--- config.mk ---
export PLATFORM = sky130hd
export DESIGN_NAME = toggle_edge_counter
export DESIGN_NICKNAME = d
export VERILOG_FILES = /design/src/rtl/toggle_edge_counter.sv
export SDC_FILE = /design/constraint.sdc
export NUM_CORES = 1
export LEC_CHECK = 0
export CAP_MARGIN = 20
export CORE_AREA = 2 2 39 41
export DETAILED_ROUTE_END_ITERATION = 8
export DIE_AREA = 0 0 41 43
export GPL_TIMING_DRIVEN = 1
export PLACE_DENSITY = 0.62
export SLEW_MARGIN = 20
export SYNTH_ARGS = -nofsm -noshare
export SYNTH_HDL_FRONTEND = slang
export SYNTH_SLANG_ARGS = --single-unit
--- constraint.sdc ---
create_clock -name clock -period 3.25 [get_ports clock]
set_input_delay 0.8125 -clock clock [delete_from_list [all_inputs] [get_ports clock]]
set_output_delay 0.8125 -clock clock [all_outputs]
set_load 0.01 [all_outputs]
--- src/rtl/toggle_edge_counter.sv ---
// Counts toggle events from a falling-edge T flip-flop, modulo MOD, with wrap or saturate.
// Optional macro TOGGLE_SYNC_EN inserts a two-flop synchronizer ahead of the sampling pipeline.
module toggle_edge_counter #(
    parameter int unsigned MOD       = 10,
    parameter int unsigned W         = 4,
    parameter int unsigned EDGE_MODE = 0,
    parameter int unsigned WRAP      = 1
) (
    input  logic         clock,
    input  logic         reset_n,
    input  logic         t_in,
    input  logic         en,
    input  logic         clr,
    output logic [W-1:0] count,
    output logic         event_o,
    output logic         tc,
    output logic         sat
);

    localparam logic [W-1:0] LAST = W'(MOD - 1);

    typedef enum logic [1:0] {
        ST_IDLE = 2'd0,
        ST_RUN  = 2'd1,
        ST_SAT  = 2'd2
    } state_t;

    logic         w_t_in_s;
    logic         r_t1;
    logic         r_t2;
    logic         w_ev;

    state_t       r_state;
    state_t       w_nxt_state;
    logic [W-1:0] r_count;
    logic [W-1:0] w_nxt_count;
    logic         r_event;
    logic         w_nxt_event;
    logic         r_tc;
    logic         w_nxt_tc;
    logic         r_sat;
    logic         w_nxt_sat;

`ifdef TOGGLE_SYNC_EN
    logic r_sync1;
    logic r_sync2;

    // Two-flop synchronizer for asynchronous toggle sources.
    always_ff @(posedge clock or negedge reset_n) begin
        if (!reset_n) begin
            r_sync1 <= 1'b0;
            r_sync2 <= 1'b0;
        end else begin
            r_sync1 <= t_in;
            r_sync2 <= r_sync1;
        end
    end

    assign w_t_in_s = r_sync2;
`else
    assign w_t_in_s = t_in;
`endif

    // Sampling pipeline; keeps running through clr so in-flight events are dropped.
    always_ff @(posedge clock or negedge reset_n) begin
        if (!reset_n) begin
            r_t1 <= 1'b0;
            r_t2 <= 1'b0;
        end else begin
            r_t1 <= w_t_in_s;
            r_t2 <= r_t1;
        end
    end

    generate
        if (EDGE_MODE == 0) begin : g_both_edges
            assign w_ev = r_t1 ^ r_t2;
        end else begin : g_rise_only
            assign w_ev = r_t1 & ~r_t2;
        end
    endgenerate

    // State and output registers.
    always_ff @(posedge clock or negedge reset_n) begin
        if (!reset_n) begin
            r_state <= ST_IDLE;
            r_count <= '0;
            r_event <= 1'b0;
            r_tc    <= 1'b0;
            r_sat   <= 1'b0;
        end else begin
            r_state <= w_nxt_state;
            r_count <= w_nxt_count;
            r_event <= w_nxt_event;
            r_tc    <= w_nxt_tc;
            r_sat   <= w_nxt_sat;
        end
    end

    // Next-state and next-output logic; clr overrides everything else.
    always_comb begin
        w_nxt_state = r_state;
        w_nxt_count = r_count;
        w_nxt_event = 1'b0;
        w_nxt_tc    = 1'b0;

        if (clr) begin
            w_nxt_count = '0;
            w_nxt_state = en ? ST_RUN : ST_IDLE;
        end else begin
            case (r_state)
                ST_IDLE: begin
                    if (en) begin
                        w_nxt_state = ST_RUN;
                    end
                end
                ST_RUN: begin
                    if (!en) begin
                        w_nxt_state = ST_IDLE;
                    end else if (w_ev) begin
                        w_nxt_event = 1'b1;
                        if (r_count == LAST) begin
                            w_nxt_tc = 1'b1;
                            if (WRAP != 0) begin
                                w_nxt_count = '0;
                            end else begin
                                w_nxt_state = ST_SAT;
                            end
                        end else begin
                            w_nxt_count = r_count + W'(1);
                        end
                    end
                end
                ST_SAT: begin
                    w_nxt_state = ST_SAT;
                end
                default: begin
                    w_nxt_state = ST_IDLE;
                    w_nxt_count = '0;
                end
            endcase
        end

        w_nxt_sat = (w_nxt_state == ST_SAT);
    end

    assign count   = r_count;
    assign event_o = r_event;
    assign tc      = r_tc;
    assign sat     = r_sat;

endmodule

==> metrics.yaml <==
outcome:
  status: "completed"
logic_synthesis:
  ys_warn_count: 0
  seq_area_frac_synth_pct: 55.1
  synth_nets: 49
  avgSynthCellArea_um2: 11.9
  netlist_area_um2: 499
  synthArstFlopShare_pct: 100
  synth_ff_type: "dfrtp_1"
  synth_most_common_cell: "dfrtp_1"
  syn_inst: 42
  synth_edf_count: 0
  ys_ff_latch: 11
  synth.top_cell.area_share_pct: 55.1
  ys_types: 24
  netlist_top_cells_count: "dfrtp_1, inv_1"
  yosys-top-cells-area: "dfrtp_1, ha_1, o2111ai_1"
  synth_top_area_cell: "dfrtp_1"
timing:
  relSlewSlack_pct: 68.3
  worstMarginPinSlew_ns: 0.474
  hold_viol_final: 0
  fmax_mhz: 473
  rsz0062_at_grt: "false"
  post-route-period-util_pct: 65.0
  final-setup-viol-count: 0
  maxSlewViolCount: 0
  skew_ns: 0.00430
  fin_setup_tns_ns: 0
  fin_crit_ns: 2.11
placed_design:
  place_area_um2: 629
  port_buffers: 11
  gp_congestion: 0.732
  hpwl_um: 643
floorplanning:
  initial_core_util_pct: 36.1
  std_cell_rows: 14
  die_h_um: 43
  core_um2: 1380
  ioPinCount: 12
  dieArea_um2: 1760
  die_width_um: 41
worst_setup_path:
  critPathMaxFanout: 8
  arrival_ns: 1.30
  path_depth: 1
  rr_endpoint: "count[1]"
  rrSetupSlack_ns: 2.04
  crit_path_start_kind: "flop"
  slowest_stage: "clkdlybuf4s50_1"
  required_ns: 2.44
  cp-end-kind: "primary output"
  cpPeakStageDelay_ns: 0.58
  path_cells: "clkdlybuf4s50_1"
  crit_path_start: "count[2]"
  crit_end: "count[2]"
  reg2reg_depth: 5
  crit_buf_inv: 1
  r2r-start: "count[1]"
  crit_family: "buffers and inverters"
  setup.worst_path.class: "reg2out"
finish:
  fin_nets: 65
  final_util_pct: 47.4
  antennaDiodeCount: 0
  stdcell_area_um2: 656
  syn2layout_area_growth_pct: 31.3
  layout-drive-gt1-share_pct: 10.5
power:
  sequentialPowerShare_pct: 56.1
  p_sw_share_pct: 22.3
  p_leak_uw: 0.000277
  power_switching_uw: 57.3
  p_comb_share_pct: 8.8
  finalPower_uw: 257
  clkPwrFrac_pct: 35.1
  power_density_nw_per_um2: 392
  vdd_drop_max_mv: 0.295
  p_int_uw: 200
job:
  max-cap-violations: 0
clock_network:
  cts_num_sinks: 11
  clkTransAtPathRegs_ns: 0.07
  ctsHoldBuffers: 0
  cts_buffer_depth: 2
  cts_resized: 0
  cts_tree: "yes"
  cts.htree.levels: 1
  postCtsSetupRepairBufs: 0
  insertion_delay_ns: 0.27
  cts_buffers: 3
  clock-root-buffer: "clkbuf_4"
drt:
  drc: 0
  wl_per_cell_um: 11.1
  viasPerCell: 4.85
  drtIter0Drc: 3
  num_vias: 354
  drtAntennaViolNets: 0
  wl_um: 807
  firstDrtPassIters: 2
worst_hold_path:
  min_path_type: "reg2reg"
  hp-start: "r_t1"
global_routing:
  overflow: 0
  track_usage_pct: 12.9
  grt_pass1_vias: 344
  antenna_found_initial: 0
  grt_pass1_wl_um: 1440
  grt_max_degree: 12
-- power by group through the flow --
| stage | Combinational, uW | Sequential (uW) | Clock, uW |
|---|---|---|---|
| after floorplan | 9.87 | 147 | 0 |
| after global placement | 22.8 | 147 | 0 |
| after detailed placement | 23.1 | 147 | 0 |
| after CTS | 23.2 | 144 | 94.7 |
| after global routing | 25.8 | 145 | 101 |
| final | 22.6 | 144 | 90.0 |
-- stage by stage --
stage                     hold slack [ns]  setup slack, ns  cells
final                               0.468             1.14     73
after global routing                0.489             1.08     73
after CTS                           0.476             1.12     73
after detailed placement            0.461             1.21     69
after global placement              0.453             1.24     69
after floorplan                     0.440             1.75     42
-- state kept, by name, summed over array words and instances, names as in the netlist --
name     flops
sat          1
r_t2         1
event_o      1
r_t1         1
tc           1
count        4
r_state      2
-- area by class of cell --
type | instances | area [um2]
repair buffers | 11 | 110
clock buffers | 4 | 26.3
flip-flops and latches | 11 | 275
multi-input cells | 27 | 209
inverters | 4 | 15.0
fillers | 136 | 728
well taps | 16 | 20.0
-- per-layer routing --
| layer | up-vias | part of all wire [%] | GRT usage, % |
|---|---|---|---|
| met1 | 162 | 44 | 14.3 |
| met2 | 10 | 46 | 17.8 |
| met4 | 0 | 2.1 | 6.00 |
| met3 | 2 | 8.6 | 9.42 |
| met5 | - | 0 | 0 |
| li1 | 180 | - | - |
-- worst min path at each step --
stage / endpoint / slack (ns) / cells after the start
6_report: r_t2 / 0.47 / 0
5_1_grt: r_t2 / 0.49 / 0
4_1_cts: r_t2 / 0.48 / 0
3_5_place_dp: r_t2 / 0.46 / 0
3_3_place_gp: r_t2 / 0.45 / 0
2_1_floorplan: r_t2 / 0.44 / 0
-- kinds of logic after synthesis --
logic type,count (synthesis),synth area share (%)
and+or+nand+nor,14,16.5
DFF,11,55.1
AOI/OAI and AO/OA,8,13.3
buffers and inverters,4,3.01
xor gates and xnor gates,2,5.01
adders and majority gates,2,5.01
muxes,1,2.01
-- layout by cell type, fill, tap and decap left out --
master,count
dfrtp_1,11
clkdlybuf4s50_1,11
inv_1,4
clkbuf_4,3
nand2b_1,2
nor2_1,2
nand2_1,2
o2111ai_1,2
ha_1,2
and2_1,1
xor2_2,1
and4bb_1,1
nand2_2,1
nor3_1,1
xnor2_1,1
a21oi_1,1
o21ai_1,1
nor2b_1,1
nand4_1,1
o221ai_1,1
nor3b_1,1
o22ai_1,1
mux2i_1,1
nand3_1,1
o211ai_1,1
o311ai_2,1
clkbuf_1,1
(Power assumes the default switching activity.)
